[src/rtl/voice_allocator.sv]
// Polyphonic voice allocator feeding phase_bank_p.
// Note events are matched against the slot table by a serial scan. Matching
// notes retrigger, new notes take the lowest free slot, and when every slot is
// busy the oldest voice is stolen. The table is streamed one slot per clk_en.
// The scan is pipelined: each slot is registered in one clock and compared in
// the next. That costs one extra scan clock but keeps the slot read mux out of
// the compare path.
module voice_allocator #(
  parameter int NBANKS = 10,
  parameter int SLOT_W = 4,
  parameter int AGE_W  = 4
) (
  input  logic              clk,
  input  logic              rst,
  input  logic              clk_en,
  input  logic              i_ev_valid,
  input  logic              i_ev_on,
  input  logic [6:0]        i_ev_note,
  output logic              o_ev_ready,
  input  logic              i_all_off,
  output logic [6:0]        o_midi,
  output logic [SLOT_W-1:0] o_slot,
  output logic [SLOT_W-1:0] o_voices,
  output logic              o_steal
);

  // state     | meaning
  // ST_IDLE   | waiting for an event, o_ev_ready high
  // ST_SCAN   | walking slots 0..NBANKS-1 (plus one compare-drain clock)
  // ST_COMMIT | writing the table for the latched event
  typedef enum logic [1:0] {ST_IDLE, ST_SCAN, ST_COMMIT} state_t;

  localparam int                CNT_W    = SLOT_W + 1;
  localparam logic [SLOT_W-1:0] LAST     = SLOT_W'(NBANKS - 1);
  localparam logic [CNT_W-1:0]  SCAN_END = CNT_W'(NBANKS);
  localparam logic [AGE_W-1:0]  AGE_MAX  = '1;

  state_t             state_q, state_d;
  logic [SLOT_W-1:0]  ptr_q, ptr_d;
  logic [CNT_W-1:0]   scan_j_q, scan_j_d;
  logic               ev_on_q, ev_on_d;
  logic [6:0]         ev_note_q, ev_note_d;

  logic               vis_valid_q, vis_valid_d;
  logic [SLOT_W-1:0]  vis_idx_q, vis_idx_d;
  logic               vis_active_q, vis_active_d;
  logic [6:0]         vis_note_q, vis_note_d;
  logic [AGE_W-1:0]   vis_age_q, vis_age_d;

  logic               match_found_q, match_found_d;
  logic [SLOT_W-1:0]  match_idx_q, match_idx_d;
  logic               free_found_q, free_found_d;
  logic [SLOT_W-1:0]  free_idx_q, free_idx_d;
  logic               old_found_q, old_found_d;
  logic [SLOT_W-1:0]  old_idx_q, old_idx_d;
  logic [AGE_W-1:0]   old_age_q, old_age_d;

  logic [6:0]         note_q [NBANKS];
  logic [6:0]         note_d [NBANKS];
  logic [NBANKS-1:0]  active_q, active_d;
  logic [AGE_W-1:0]   age_q [NBANKS];
  logic [AGE_W-1:0]   age_d [NBANKS];

  logic [SLOT_W-1:0]  voices_q, voices_d;
  logic               steal_q, steal_d;

  logic [SLOT_W-1:0]  tgt;
  logic [SLOT_W-1:0]  act_cnt;

  // Stream outputs come straight off the table and scan pointer registers.
  always_comb begin
    o_slot     = ptr_q;
    o_midi     = active_q[ptr_q] ? note_q[ptr_q] : 7'd0;
    o_ev_ready = (state_q == ST_IDLE);
    o_voices   = voices_q;
    o_steal    = steal_q;
  end

  // Next-state logic: stream pointer, event FSM, scan fold and table commit.
  always_comb begin
    ptr_d         = ptr_q;
    state_d       = state_q;
    scan_j_d      = scan_j_q;
    ev_on_d       = ev_on_q;
    ev_note_d     = ev_note_q;
    vis_valid_d   = 1'b0;
    vis_idx_d     = vis_idx_q;
    vis_active_d  = vis_active_q;
    vis_note_d    = vis_note_q;
    vis_age_d     = vis_age_q;
    match_found_d = match_found_q;
    match_idx_d   = match_idx_q;
    free_found_d  = free_found_q;
    free_idx_d    = free_idx_q;
    old_found_d   = old_found_q;
    old_idx_d     = old_idx_q;
    old_age_d     = old_age_q;
    note_d        = note_q;
    active_d      = active_q;
    age_d         = age_q;
    voices_d      = voices_q;
    steal_d       = 1'b0;
    tgt           = '0;
    act_cnt       = '0;

    if (clk_en) begin
      ptr_d = (ptr_q == LAST) ? '0 : ptr_q + SLOT_W'(1);
    end

    unique case (state_q)
      ST_IDLE: begin
        // Note 0 is accepted (ready is high) but never starts a scan.
        if (i_ev_valid && (i_ev_note != 7'd0)) begin
          ev_on_d       = i_ev_on;
          ev_note_d     = i_ev_note;
          scan_j_d      = '0;
          match_found_d = 1'b0;
          free_found_d  = 1'b0;
          old_found_d   = 1'b0;
          old_age_d     = '0;
          state_d       = ST_SCAN;
        end
      end
      ST_SCAN: begin
        if (scan_j_q != SCAN_END) begin
          vis_valid_d  = 1'b1;
          vis_idx_d    = scan_j_q[SLOT_W-1:0];
          vis_active_d = active_q[scan_j_q[SLOT_W-1:0]];
          vis_note_d   = note_q[scan_j_q[SLOT_W-1:0]];
          vis_age_d    = age_q[scan_j_q[SLOT_W-1:0]];
          scan_j_d     = scan_j_q + CNT_W'(1);
        end else begin
          state_d = ST_COMMIT;
        end
        // Slots arrive in ascending order, so first-hit and strict '>' give lowest index on ties.
        if (vis_valid_q) begin
          if (!match_found_q && vis_active_q && (vis_note_q == ev_note_q)) begin
            match_found_d = 1'b1;
            match_idx_d   = vis_idx_q;
          end
          if (!free_found_q && !vis_active_q) begin
            free_found_d = 1'b1;
            free_idx_d   = vis_idx_q;
          end
          if (vis_active_q && (!old_found_q || (vis_age_q > old_age_q))) begin
            old_found_d = 1'b1;
            old_idx_d   = vis_idx_q;
            old_age_d   = vis_age_q;
          end
        end
      end
      ST_COMMIT: begin
        if (ev_on_q) begin
          if (match_found_q) begin
            tgt = match_idx_q;
          end else if (free_found_q) begin
            tgt = free_idx_q;
          end else begin
            tgt     = old_idx_q;
            steal_d = 1'b1;
          end
          for (int i = 0; i < NBANKS; i++) begin
            if (active_q[i] && (SLOT_W'(i) != tgt) && (age_q[i] != AGE_MAX)) begin
              age_d[i] = age_q[i] + AGE_W'(1);
            end
          end
          // A retrigger rewrites the same note, so the phase bank keeps its phase.
          note_d[tgt]   = ev_note_q;
          active_d[tgt] = 1'b1;
          age_d[tgt]    = '0;
        end else if (match_found_q) begin
          active_d[match_idx_q] = 1'b0;
        end
        state_d = ST_IDLE;
      end
      default: state_d = ST_IDLE;
    endcase

    for (int i = 0; i < NBANKS; i++) begin
      act_cnt = act_cnt + SLOT_W'(active_d[i]);
    end
    if (state_q == ST_COMMIT) begin
      voices_d = act_cnt;
    end

    // Panic overrides everything, including an event offered this same clock.
    if (i_all_off) begin
      state_d  = ST_IDLE;
      active_d = '0;
      age_d    = '{default: '0};
      voices_d = '0;
      steal_d  = 1'b0;
    end
  end

  // State registers; reset parks the pointer on the last slot like phase_bank_p.
  always_ff @(posedge clk or posedge rst) begin
    if (rst) begin
      state_q       <= ST_IDLE;
      ptr_q         <= LAST;
      scan_j_q      <= '0;
      ev_on_q       <= 1'b0;
      ev_note_q     <= '0;
      vis_valid_q   <= 1'b0;
      vis_idx_q     <= '0;
      vis_active_q  <= 1'b0;
      vis_note_q    <= '0;
      vis_age_q     <= '0;
      match_found_q <= 1'b0;
      match_idx_q   <= '0;
      free_found_q  <= 1'b0;
      free_idx_q    <= '0;
      old_found_q   <= 1'b0;
      old_idx_q     <= '0;
      old_age_q     <= '0;
      note_q        <= '{default: '0};
      active_q      <= '0;
      age_q         <= '{default: '0};
      voices_q      <= '0;
      steal_q       <= 1'b0;
    end else begin
      state_q       <= state_d;
      ptr_q         <= ptr_d;
      scan_j_q      <= scan_j_d;
      ev_on_q       <= ev_on_d;
      ev_note_q     <= ev_note_d;
      vis_valid_q   <= vis_valid_d;
      vis_idx_q     <= vis_idx_d;
      vis_active_q  <= vis_active_d;
      vis_note_q    <= vis_note_d;
      vis_age_q     <= vis_age_d;
      match_found_q <= match_found_d;
      match_idx_q   <= match_idx_d;
      free_found_q  <= free_found_d;
      free_idx_q    <= free_idx_d;
      old_found_q   <= old_found_d;
      old_idx_q     <= old_idx_d;
      old_age_q     <= old_age_d;
      note_q        <= note_d;
      active_q      <= active_d;
      age_q         <= age_d;
      voices_q      <= voices_d;
      steal_q       <= steal_d;
    end
  end

endmodule
[config.mk]
export PLATFORM = sky130hd
export DESIGN_NAME = voice_allocator
export DESIGN_NICKNAME = d
export VERILOG_FILES = /design/src/rtl/voice_allocator.sv
export SDC_FILE = /design/constraint.sdc
export NUM_CORES = 1
export LEC_CHECK = 0
export CORE_MARGIN = 2
export CORE_UTILIZATION = 40
export DETAILED_ROUTE_END_ITERATION = 10
export MAX_ROUTING_LAYER = met4
export SETUP_SLACK_MARGIN = 0.2
export SYNTH_ARGS = -nofsm -noshare
export SYNTH_HDL_FRONTEND = slang
export SYNTH_SLANG_ARGS = --single-unit
[constraint.sdc]
create_clock -name clk -period 5.9 [get_ports clk]
set_input_delay 0.885 -clock clk [delete_from_list [all_inputs] [get_ports clk]]
set_output_delay 0.885 -clock clk [all_outputs]
set_load 0.05 [all_outputs]
Word-level counts from Yosys, hierarchy flattened. Cells that the tools add are included.

Word-level logic and storage cells: 258. Input port bits: 13. Register bits after elaboration: 180.

Bitwise logic cells: 8. Mux-type cells: 95. $add $sub $neg: 21. Magnitude comparators: 11. Reduce and logical (&&, ||, !) cells: 51. Equal/unequal tests: 32.

Operator list (number): $mux 4 (43); $mux 40 (3); $bwmux 70 (1); $bmux 7 s4 (2); $add 4x1->4 const B (11); $mux 7 (6); $and 40x40->40 (1); $mux 10 (4); $ne 4x4->1 const B (10); $not 40->40 (1); $demux 7 s4 (1); $logic_and 1x1->1 (28); $add 4x1->4 (6); $lt 4x5->1 const B (4); $mux 1 (18); $bmux 4 s4 (1); $demux 4 s4 (1); $ne 3x4->1 const A (4); $ge 5x5->1 const B (3); $not 4->5 (3); $reduce_and 3->1 (4); $reduce_and 4->1 (3); $and 10x10->10 (1); $mux 5 (2); 35 further kinds (57).

Logic depth before layout (Yosys ltp).
Depth in word-level cells: 22. Depth in mapped cells: 18.

Worst setup path before layout. Ideal clock, no wire load.

Kind: register to register. Start point: reg free_found_q. End point: reg voices_q[2] (netlist: o_voices[2]). Path buffers: 2. Clock period less this slack: 4.137 ns. Setup slack: 1.763 ns. Data arrival time: 4.043 ns. Required time: 5.806 ns. Stages on the path, launching flop included: 18. Cell sequence: dfrtp_1 -> buf_6 -> mux2_4 -> o21ai_4 -> nand3_4 -> or3_1 -> buf_2 -> nand2_1 -> fa_1 -> inv_1 -> fa_1 -> fa_1 -> inv_1 -> ha_1 -> inv_1 -> fa_1 -> xnor2_1 -> a211oi_1.

Cells in the longest elaborated chain, start to end: 22. Elaborated cells on any way between the ends: 23. Those cells by class: add/sub (9); order compare (2); mux (10); bitwise (1); reduce/logical (1).

Ends and longest elaborated chain: from (decl) (line 52) `logic free_found_q, free_found_d;`; from (signal assigned) (line 234) `free_found_q <= free_found_d;`; $mux 4 (*) (line 156) `end else if (free_found_q) begin`; $mux 4 (*) (line 154) `if (match_found_q) begin`; $mux 4 (*) (line 153) `if (ev_on_q) begin`; $mux 4 (*) (line 110) `unique case (state_q)`; $lt 4x5->1 (implied by the code) / $ge 4x1->1 (equally long branches) (line 169) `active_d[tgt] = 1'b1;`; $logic_and 1x1->1 (implied by the code) (line 169); $mux 1 (implied by the code) (line 169); $demux 1 s4 (*) (line 169); [2 not listed]; $mux 10 (*) (line 110); $add 1x1->2 (line 180) `act_cnt = act_cnt + SLOT_W'(active_d[i]);`; $add 2x1->3 (line 180); $add 3x1->4 (line 180); $add 4x1->4 (5 in a row) (line 180); $add 4x1->4 (*) (line 180); $mux 4 (*) (line 182) `if (state_q == ST_COMMIT) begin`; $mux 4 (*) (line 187) `if (i_all_off) begin`; to (signal assigned) (line 242) `voices_q <= voices_d;`; to (decl) (line 64) `logic [SLOT_W-1:0] voices_q, voices_d;`.

Mark *: on every way between the ends. The rest lies on a longest branch, timed or not. The select of a mux whose other input is x is not followed. A chain may end at the register's enable or synchronous reset.

Worst setup path after layout.
Start point: reg match_found_q. End point: reg voices_q[2] (netlist: o_voices[2]).

Cells in the longest elaborated chain, start to end: 21. Elaborated cells on any way between the ends: 23. Those cells by class: add/sub (9); order compare (2); mux (10); bitwise (1); reduce/logical (1).

Ends and longest elaborated chain: from (decl) (line 50) `logic match_found_q, match_found_d;`; from (signal assigned) (line 232) `match_found_q <= match_found_d;`; $mux 4 (line 154); $mux 4 (line 153); $mux 4 (line 110); $lt 4x5->1 (implied by the code) / $ge 4x1->1 (equally long branches) (line 169); $logic_and 1x1->1 (implied by the code) (line 169); $mux 1 (implied by the code) (line 169); $demux 1 s4 (line 169); $or 10x10->10 (no line); $mux 10 (*) (line 153); $mux 10 (*) (line 110); $add 1x1->2 (line 180); $add 2x1->3 (line 180); $add 3x1->4 (line 180); $add 4x1->4 (5 in a row) (line 180); $add 4x1->4 (*) (line 180); $mux 4 (*) (line 182); $mux 4 (*) (line 187).

Marked as above.

==> results.tsv <==
metric	value	unit
worst_r2r_path_depth	14	
synth_area	10130	um2
hpwlAfterDp	17.76	mm
preCtsSetupSlack	0.9559	ns
layout_commonest_cell	dfrtp_1	
tritoncts	done	
dr_total_vias	7166	
slowest_delay	0.81	ns
critPathLaunch	match_found_q$_DFFE_PP0P_	
overflow	0	
drive_gt1_share	22.26	%
hp-class	reg -> reg	
drc_errors	0	
ant_nets	0	
critPathKind	reg -> reg	
seq_power_share	46.7	%
grt_max_degree	181	
synth_top_cells_by_area	dfrtp_1 (44%), mux2_2 (9.2%), mux4_2 (8.9%), mux2i_1 (4.9%), ha_1 (2.2%)	
setup_ws	0.9183	ns
fin_nets	918	
grt_pass1_wl	41.11	mm
clock_sinks	180	
max-slew-margin-rel	21.52	%
switchingPower	0.9744	mW
crit_arrival	5.32	ns
finalHoldWorstSlack	0.5020	ns
tns	0	ns
ys_warn_count	0	
cts_max_level	4	
cts_buffer_depth	2	
drv_slew	0	
postSynthAreaPerCell	11.60	um2
synth-edff-count	0	
drt_iter0_drc	559	
finalHoldViolations	0	
path_buf_inv	3	
antenna_found_initial	0	
ctsResizeCount	0	
core	25040	um2
maxCapViolations	0	
cts_made_buffers	17	
root_buffer	clkbuf_16	
async_flop_share	100.0	%
setup_viol	0	
min_period_over_period	84.44	%
grt_pass1_vias	7039	
endpoint_kind	register	
synth_fp_nets	911	
p_leak	4.803	nW
setup.worst_path.start_class	register	
ys.flop_type	dfrtp_1	
cp_max_fo	19	
fin_skew	0.01288	ns
post_cts_buffers	0	
regToRegSetupSlack	0.92	ns
ys_ff_latch	180	
die_y	163.2	um
grt_usage	20.92	%
die_x	163.2	um
routed_wl	26.20	mm
yosysSeqAreaShare	44.47	%
syn_inst	874	
status	complete, no violations	
r2r-start	match_found_q$_DFFE_PP0P_	
clkTransAtPathRegs	0.08	ns
num_antenna_cells	0	
yosysTopAreaCellShare	43.95	%
initial_core_util	40.48	%
timing.fmax	200.7	MHz
rsz0062_at_grt	false	
peakVddDrop	0.2146	mV
place_congestion	0.9363	
critical_path.top_delay_family	adder cells	
worstMarginPinSlew	1.177	ns
hold_path_depth	2	
rr_endpoint	o_voices[2]$_DFFE_PP0P_	
area_delta_synth_final	11.06	%
rows	58	
portBuffers	29	
endpoint	o_voices[2]$_DFFE_PP0P_	
top_level_ports	30	
clockPowerShare	36.8	%
min_period	4.982	ns
drtPass1Iterations	5	
clk_latency	0.44	ns
hold_buffers	0	
powerDensity	268.3	nW/um2
cp_slowest_cell	dfrtp_1	
crit_chain	o21a_1 -> nand3_4 -> or3_1 -> nand2_1 -> fa_1 -> inv_1 -> fa_1 -> fa_1 -> inv_1 -> ha_1 -> inv_1 -> fa_1 -> xnor2_1 -> a211oi_1	
yosys.area.top_type	dfrtp_1	
final_cell_mix	dfrtp_1 (177), mux2_2 (83), nand2_1 (59)	
critical_path_depth	14	
p_int	2.045	mW
avgViaCountPerCell	5.855	
worst_path_most_repeated_cell	fa_1	
post_drt_wl_per_cell	21.40	um
switching_share	32.27	%
pwr-share-comb	16.5	%
crit_required	6.24	ns
die_area	26630	um2
synth_cell_type_count	68	
==> final cells by class <==
cell class / count / area (um2)
multi-input cells: 598 / 5220
flip-flops and latches: 180 / 4508
clock inverters: 15 / 135.1
repair buffers: 40 / 385.4
clock buffers: 17 / 425.4
inverters: 44 / 168.9
well taps: 330 / 412.9
fillers: 2334 / 13780
==> sequential cells by signal, indices dropped and copies added (netlist names), 2 cells and up <==
signal       cells
o_slot           4
vis_note_q       7
ev_note_q        7
vis_idx_q        4
active_q        10
o_voices         4
note_q          70
match_idx_q      4
old_age_q        4
free_idx_q       4
scan_j_q         5
vis_age_q        4
state_q          2
age_q           40
old_idx_q        4
==> kinds of logic (layout without fill, tap and decap cells) <==
group	count (synthesis)	in the layout	synth area share (%)
simple gates	227	227	12.78
flops	180	180	44.47
mux	177	177	23.64
compound gates	157	157	10.43
buf+inv	96	116	4.148
fa+ha+maj	24	24	3.407
xor+xnor	13	13	1.123
==> metal layers <==
layer	routed length [um]	track usage [%]	share of wire, %	vias up
met3	1123	2.996	4.3	36
met5	0	-	0	-
met4	460	5.994	1.8	0
met2	12290	31.93	47	168
li1	-	-	-	3277
met1	12320	29.19	47	3685
==> power by group through the flow <==
stage,combinational [mW],clock (mW),sequential (mW)
detailed placement,0.499,0,1.43
finish,0.498,1.11,1.41
global placement,0.497,0,1.43
CTS,0.501,1.13,1.41
global route,0.530,1.18,1.42
floorplan,0.388,0,1.39
==> worst min path at each step <==
stage,startpoint,to
3_3_place_gp,note_q[4]$_DFFE_PP0P_,note_q[4]$_DFFE_PP0P_
6_report,note_q[4]$_DFFE_PP0P_,note_q[4]$_DFFE_PP0P_
5_1_grt,note_q[2]$_DFFE_PP0P_,note_q[2]$_DFFE_PP0P_
3_5_place_dp,note_q[4]$_DFFE_PP0P_,note_q[4]$_DFFE_PP0P_
4_1_cts,note_q[4]$_DFFE_PP0P_,note_q[4]$_DFFE_PP0P_
2_1_floorplan,note_q[0]$_DFFE_PP0P_,note_q[0]$_DFFE_PP0P_
==> worst register-to-register path, cell delays in order, from the launching register on <==
cell,delay [ns]
dfrtp_1,0.81
o21a_1,0.80
nand3_4,0.20
or3_1,0.49
nand2_1,0.14
fa_1,0.40
inv_1,0.09
fa_1,0.42
fa_1,0.46
inv_1,0.07
ha_1,0.16
inv_1,0.06
fa_1,0.43
xnor2_1,0.13
a211oi_1,0.23
==> synthesized netlist by cell type, drive strengths merged, types with 3 or more instances <==
| cell | n |
|---|---|
| dfrtp | 178 |
| mux2 | 87 |
| nand2 | 59 |
| mux2i | 50 |
| inv | 44 |
| mux4 | 40 |
| o21ai | 39 |
| a21oi | 35 |
| nor2 | 33 |
| buf | 26 |
| clkbuf | 26 |
| nand3 | 25 |
| nor3 | 22 |
| nand4 | 21 |
| ha | 18 |
| a31oi | 16 |
| nor2b | 12 |
| o22ai | 11 |
| xor2 | 10 |
| a41oi | 9 |
| nand2b | 8 |
| nor4 | 8 |
| a21o | 7 |
| and2 | 7 |
| fa | 6 |
| o31ai | 6 |
| or4 | 6 |
| a22o | 5 |
| a32o | 5 |
| o21a | 5 |
| a211oi | 4 |
| and3 | 4 |
| nand3b | 4 |
| nand4b | 4 |
| or3 | 4 |
| a31o | 3 |
| a41o | 3 |
| and3b | 3 |
| xnor2 | 3 |
==> metrics by stage <==
step	instance area, um2	util [%]	cells	total power, mW
2_1_floorplan	10140	-	874	1.777
3_3_place_gp	10700	42.72	1192	1.931
3_5_place_dp	10700	42.72	1192	1.933
4_1_cts	11260	44.96	1224	3.041
5_1_grt	11260	44.96	1224	3.127
6_report	11260	44.96	1224	3.020
Power figures use the tool's default switching activity.
